`config.mk`:
```
export PLATFORM = sky130hd
export DESIGN_NAME = ti_sbox_stage0
export DESIGN_NICKNAME = d
export VERILOG_FILES = /design/src/rtl/ti_sbox_stage0_pkg.sv /design/src/rtl/ti_xorshift32.sv /design/src/rtl/ti_sbox_stage0.sv
export SDC_FILE = /design/constraint.sdc
export NUM_CORES = 1
export LEC_CHECK = 0
export BUFFER_PORTS_ARGS = -buffer_cell sky130_fd_sc_hd__buf_2
export CORE_ASPECT_RATIO = 1.2
export CORE_MARGIN = 5
export CORE_UTILIZATION = 35
export CTS_CLUSTER_SIZE = 14
export DETAILED_ROUTE_END_ITERATION = 10
export GPL_ROUTABILITY_DRIVEN = 0
export PLACE_DENSITY_LB_ADDON = 0.05
export SLEW_MARGIN = 25
export SYNTH_ARGS = -nofsm -noshare
export SYNTH_HDL_FRONTEND = slang
export SYNTH_SLANG_ARGS = --single-unit
```
`constraint.sdc`:
```
create_clock -name CLK -period 1.67 [get_ports CLK]
set_input_delay 0.2505 -clock CLK [delete_from_list [all_inputs] [get_ports CLK]]
set_output_delay 0.2505 -clock CLK [all_outputs]
set_load 0.05 [all_outputs]
```
`src/rtl/ti_sbox_stage0_pkg.sv`:
```
// Shared definitions for the 2-share TI S-box pipeline: the
// GF(2^8) -> GF((2^4)^2) isomorphism, the default PRNG seed and frame geometry.
package ti_sbox_stage0_pkg;

   localparam logic [31:0] DEFAULT_SEED = 32'h2463_4A5B;
   localparam int          FRAME_LEN    = 16;
   localparam int          NIBBLE_W     = 4;
   localparam int          CNT_W        = 4;

   // Isomorphism matrix over GF(2), one byte per output bit.
   // Row i (bits [8*i +: 8]) selects the input bits whose XOR forms output bit i.
   localparam logic [63:0] ISO_ROWS = {
      8'hA0,   // out bit 7
      8'hDE,   // out bit 6
      8'hAC,   // out bit 5
      8'hAE,   // out bit 4
      8'hC6,   // out bit 3
      8'h9E,   // out bit 2
      8'h52,   // out bit 1
      8'h43    // out bit 0
   };

   // Even/odd parity of a byte.
   function automatic logic parity8(input logic [7:0] v);
      return ^v;
   endfunction

   // Linear map of one share; applied to each share separately so no
   // cross-share term ever appears.
   function automatic logic [7:0] iso_map(input logic [7:0] b);
      logic [7:0] r;
      r = 8'h00;
      for (int i = 0; i < 8; i++) begin
         r[i] = parity8(ISO_ROWS[8*i +: 8] & b);
      end
      return r;
   endfunction

endpackage

```
`src/rtl/ti_xorshift32.sv`:
```
// 32-bit xorshift PRNG (shifts 13/17/5) with synchronous load.
// Load has priority over step; reset returns the state to SEED.
module ti_xorshift32
   import ti_sbox_stage0_pkg::*;
#(
   parameter logic [31:0] SEED = DEFAULT_SEED
) (
   input  logic        clk,
   input  logic        rst_n,
   input  logic        step,
   input  logic        load,
   input  logic [31:0] load_value,
   output logic [31:0] state
);

   logic [31:0] t1_s;
   logic [31:0] t2_s;
   logic [31:0] next_s;

   // One xorshift32 advance of the current state.
   always_comb begin
      t1_s   = state ^ (state << 5'd13);
      t2_s   = t1_s  ^ (t1_s  >> 5'd17);
      next_s = t2_s  ^ (t2_s  << 5'd5);
   end

   // State register: reset to seed, load wins over step, otherwise hold.
   always_ff @(posedge clk or negedge rst_n) begin
      if (!rst_n) begin
         state <= SEED;
      end else if (load) begin
         state <= load_value;
      end else if (step) begin
         state <= next_s;
      end else begin
         state <= state;
      end
   end

endmodule

```
`src/rtl/ti_sbox_stage0.sv`:
```
// Stage 0 of the 2-share TI S-box: maps each byte share through the field
// isomorphism, splits into nibble shares, attaches three fresh 4-bit masks
// and registers everything as the glitch barrier in front of Stage1.
// Optional build macro: TI_STAGE0_RESEED_EN adds seed_load/seed ports.
module ti_sbox_stage0
   import ti_sbox_stage0_pkg::*;
#(
   parameter logic [31:0] SEED = DEFAULT_SEED
) (
   input  logic                CLK,
   input  logic                RSTn,
`ifdef TI_STAGE0_RESEED_EN
   input  logic                seed_load,
   input  logic [31:0]         seed,
`endif
   input  logic [7:0]          in_a0,
   input  logic [7:0]          in_a1,
   input  logic                in_valid,
   output logic                in_ready,
   output logic [NIBBLE_W-1:0] out_in00,
   output logic [NIBBLE_W-1:0] out_in01,
   output logic [NIBBLE_W-1:0] out_in10,
   output logic [NIBBLE_W-1:0] out_in11,
   output logic [NIBBLE_W-1:0] out_r0,
   output logic [NIBBLE_W-1:0] out_r1,
   output logic [NIBBLE_W-1:0] out_r2,
   output logic                out_valid,
   input  logic                out_ready,
   output logic                out_last
);

   logic              accept_s;
   logic [7:0]        map0_s;
   logic [7:0]        map1_s;
   logic [31:0]       prng_state_s;
   logic              prng_load_s;
   logic [31:0]       prng_load_value_s;
   logic [CNT_W-1:0]  cnt_r;
   logic              unused_prng_s;

   assign in_ready = ~out_valid | out_ready;
   assign accept_s = in_valid & in_ready;

   // Each share is mapped on its own.
   assign map0_s = iso_map(in_a0);
   assign map1_s = iso_map(in_a1);

`ifdef TI_STAGE0_RESEED_EN
   assign prng_load_s       = seed_load;
   assign prng_load_value_s = (seed == 32'h0000_0000) ? SEED : seed;
`else
   assign prng_load_s       = 1'b0;
   assign prng_load_value_s = SEED;
`endif

   // Only the low 12 bits feed the masks; the rest is PRNG-internal.
   assign unused_prng_s = ^prng_state_s[31:12];

   ti_xorshift32 #(
      .SEED       (SEED)
   ) u_prng (
      .clk        (CLK),
      .rst_n      (RSTn),
      .step       (accept_s),
      .load       (prng_load_s),
      .load_value (prng_load_value_s),
      .state      (prng_state_s)
   );

   // Frame position counter; a reseed restarts the frame.
   always_ff @(posedge CLK or negedge RSTn) begin
      if (!RSTn) begin
         cnt_r <= {CNT_W{1'b0}};
      end else if (prng_load_s) begin
         cnt_r <= {CNT_W{1'b0}};
      end else if (accept_s) begin
         cnt_r <= cnt_r + 4'd1;
      end else begin
         cnt_r <= cnt_r;
      end
   end

   // Output register: load on accept (masks from pre-update PRNG state),
   // clear valid on a plain drain, hold everything while stalled.
   always_ff @(posedge CLK or negedge RSTn) begin
      if (!RSTn) begin
         out_in00  <= 4'h0;
         out_in01  <= 4'h0;
         out_in10  <= 4'h0;
         out_in11  <= 4'h0;
         out_r0    <= 4'h0;
         out_r1    <= 4'h0;
         out_r2    <= 4'h0;
         out_valid <= 1'b0;
         out_last  <= 1'b0;
      end else if (accept_s) begin
         out_in00  <= map0_s[7:4];
         out_in01  <= map1_s[7:4];
         out_in10  <= map0_s[3:0];
         out_in11  <= map1_s[3:0];
         out_r0    <= prng_state_s[3:0];
         out_r1    <= prng_state_s[7:4];
         out_r2    <= prng_state_s[11:8];
         out_valid <= 1'b1;
         out_last  <= (cnt_r == CNT_W'(FRAME_LEN - 1));
      end else if (out_ready) begin
         out_valid <= 1'b0;
      end else begin
         out_valid <= out_valid;
      end
   end

endmodule

```
==> key figures <==
Route
  – WL met3: 359 um
  – DR vias/cell: 4.304
  – Top layer in use: met4
  – Final wirelength: 6527 um
  – Residual DRC: 0
  – Via Count: 2,126
  – Pre-antenna DRT Iters: 4
  – WL met1: 3052 um
  – Met2 wire length: 3036 um
  – DR iter-0 viols: 108
  – Antenna Nets Post-Route: 0
  – Drt wl/cell: 13.21 um

Timing
  – Max-slew headroom: 0.6640
  – Final Max Slew Viols: 0
  – Actual slew at the worst max-slew pin: 0.5023 ns
  – Setup TNS: 0 ns
  – Count of final setup violators: 0
  – Hold Fails Final Rpt: 0
  – Fin crit period: 1.561 ns
  – Fin crit share: 0.9347
  – FMAX: 640.6 MHz
  – Worst Clk Skew: 0.01122 ns
  – RSZ-0062 raised after global routing: false

Cells and area
  – Final layout net count: 387
  – Share of cells above drive strength 1: 0.2749
  – Fin cells: 494
  – Fill cells: 955
  – Antenna cells: 0
  – Synth-to-Final Area Change: 22.02%

Synth
  – Mean Syn Cell Area: 10.94 sq um
  – Mapped cell area: 0.003392 sq mm
  – Net count after synthesis: 331
  – Cells after Synth: 310
  – Post-synth top area share: 0.3836
  – Post-synth top area cell: dfrtp_1
  – Sequential share of the synthesized area: 0.4921
  – Synth cell types: 21
  – FF+latch count, synth: 66
  – Largest cells by area after synthesis: dfrtp_1 (38%), xnor2_1 (12%), xor2_1 (12%)
  – Ys Warns: 0

Floorplan
  – Die width: 99.87 um
  – Total core area: 0.009515 sq mm
  – # IOs: 51
  – Die area: 0.01177 sq mm
  – Starting density of the core: 0.3565
  – Rows: 39
  – Die H: 117.8 um

Setup path
  – Critical Path Max Stage Delay: 0.60 ns
  – Reg2reg start: u_prng.state[11]$_DFFE_PN1P_
  – Family with the most delay on the worst path: XOR/XNOR gates
  – Critical-path cell list: xor2_2, xnor3_1, nor2_1, xor2_1
  – Startpoint Class: flop
  – WP depth: 4
  – RR Endpoint: u_prng.state[7]$_DFFE_PN0P_
  – CP endpoint: u_prng.state[7]$_DFFE_PN0P_
  – CP max-delay cell: dfstp_2
  – Reg2Reg Setup Slack: 0.11 ns
  – Worst Path Arrival: 1.81 ns
  – Crit path from: u_prng.state[11]$_DFFE_PN1P_
  – Worst-path maximum fanout: 5
  – WS Path Type: flop to flop
  – Endpoint class of the critical path: flop
  – Crit path buf inv count: 0
  – Worst R2R Path Depth: 4
  – WP data required: 1.92 ns

Clock network
  – CTS max path bufs: 2
  – H-tree Lvls: 3
  – Post-CTS Resized: 0
  – Clock root cell: clkbuf_16
  – TritonCTS clock tree: done
  – Latest clock arrival within the worst-skew pair: 0.32 ns
  – Clock Sinks: 66
  – CTS buffer count: 9
  – Clk slew on worst S/H paths: 0.05 ns

Global route
  – GRT Util Overall: 0.1220
  – Congestion Overflow GR: 0
  – Vias in the first global route: 2,232
  – Largest net degree at the start of global routing: 67
  – First-pass GRT wire length: 11,280 um
  – Initial antenna violation count: 0

Power and ir drop
  – PD cells: 2425 mW/mm^2
  – Leakage Power: 1.961 nW
  – VDD IR max: 816.5 uV

Outcome
  – Status: finished clean

Placed design
  – IO buf count: 50
  – DP HPWL: 4521 um
  – Placed Cells: 477

Min path
  – Worst hold path stage count: 3
  – Worst Hold Class: input pin to flop

Job
  – Max-cap check violation count: 0
stage by stage:
step	instance area (sq um)	hold slack (ns)	utilization	worst slack, ns	total power [mW]
3_3_place_gp	3854	0.3071	0.4050	0.1391	8.384
6_report	4139	0.2200	0.4350	0.1091	10.04
5_1_grt	4139	0.2200	0.4350	0.01393	10.81
4_1_cts	4139	0.2105	0.4350	0.07770	10.23
3_5_place_dp	3854	0.3075	0.4050	0.09425	8.410
2_1_floorplan	3396	-0.04509	-	0.01185	7.282
what timing repair did:
item	in CTS	in global routing
hold buffers	1	0
buffers inserted	0	0
endpoints found under the hold margin	52	0
metal layers:
layer	vias to the layer above	GRT usage
li1	1063	-
met3	6	0.03972
met1	1012	0.1591
met2	45	0.1849
met4	0	0.05124
met5	-	0
area by class of cell:
class,count,area [sq um],share of cell area
multi-input cells,225,1644,0.3972
repair buffers,64,395.4,0.09553
well taps,123,153.9,0.03718
clock buffers,13,260.3,0.06288
flip-flops and latches,66,1670,0.4036
clock inverters,3,15.01,0.003628
tightest hold or removal path, delay by kind of cell:
kind / cells / cell delay [ns]
xor+xnor: 1 / 0.10
compound gates: 1 / 0.06
buf+inv: 1 / 0.08
cells in the mapped netlist (all sizes together):
cell    instances
nand3b          2
and2            1
nand2          74
dfrtp          52
dfstp          14
xnor3           9
clkbuf         12
nand2b          2
xor2           53
xnor2          47
mux2i           2
o21ai          18
nand3           3
nor2           11
mux2            1
nand4           1
ha              1
buf             7
report_power, final:
group | internal (mW) | switching, mW
logic | 2.52 | 2.61
registers | 2.46 | 0.714
clock network | 1.08 | 0.658
total | 6.05 | 3.98
sequential cells by signal, summed over array words and instances, names as in the netlist:
signal / flops
cnt_r: 4
out_last: 1
u_prng.state: 32
out_in00: 4
out_r1: 4
out_r0: 4
out_in01: 4
out_in11: 4
out_in10: 4
out_valid: 1
out_r2: 4
worst min path at each step:
stage / start / endpoint / slack [ns]
global placement: RSTn / out_r2[0]$_DFFE_PN0P_ / 0.31
finish: in_a0[0] / out_in10[0]$_DFFE_PN0P_ / 0.22
CTS: in_a0[0] / out_in10[0]$_DFFE_PN0P_ / 0.21
global route: in_a0[0] / out_in10[0]$_DFFE_PN0P_ / 0.22
floorplan: RSTn / cnt_r[0]$_DFFE_PN0P_ / -0.05
detailed placement: RSTn / out_r2[0]$_DFFE_PN0P_ / 0.31
cells in the final DEF (no fill, tap or decap), types with 2 or more instances in the layout:
| cell | netlist | layout |
|---|---|---|
| dfstp_2 | 14 | 14 |
| xnor2_1 | 47 | 47 |
| xnor3_1 | 9 | 9 |
| xor2_1 | 46 | 46 |
| clkbuf_1 | 11 | 2 |
| nand3b_1 | 2 | 2 |
| buf_4 | 0 | 10 |
| clkbuf_8 | 0 | 2 |
| clkinv_2 | 0 | 3 |
| buf_12 | 0 | 3 |
| dfrtp_1 | 52 | 51 |
| mux2i_1 | 2 | 2 |
| clkbuf_16 | 0 | 9 |
| o21ai_0 | 18 | 18 |
| nor2_1 | 10 | 10 |
| nand2_1 | 74 | 73 |
| xor2_2 | 7 | 7 |
| buf_2 | 7 | 50 |
| nand2b_1 | 2 | 2 |
| nand3_1 | 3 | 3 |
kinds of logic (layout without fill, tap and decap cells):
family | count (synthesis) | in the layout | share of synthesized area
xor gates and xnor gates | 109 | 109 | 0.3335
and+or+nand+nor | 94 | 94 | 0.1110
DFF | 66 | 66 | 0.4921
buffers and inverters | 19 | 80 | 0.02397
AOI/OAI and AO/OA | 18 | 18 | 0.02656
muxes | 3 | 3 | 0.009222
adders and majority gates | 1 | 1 | 0.003688
Power figures use the tool's default switching activity.
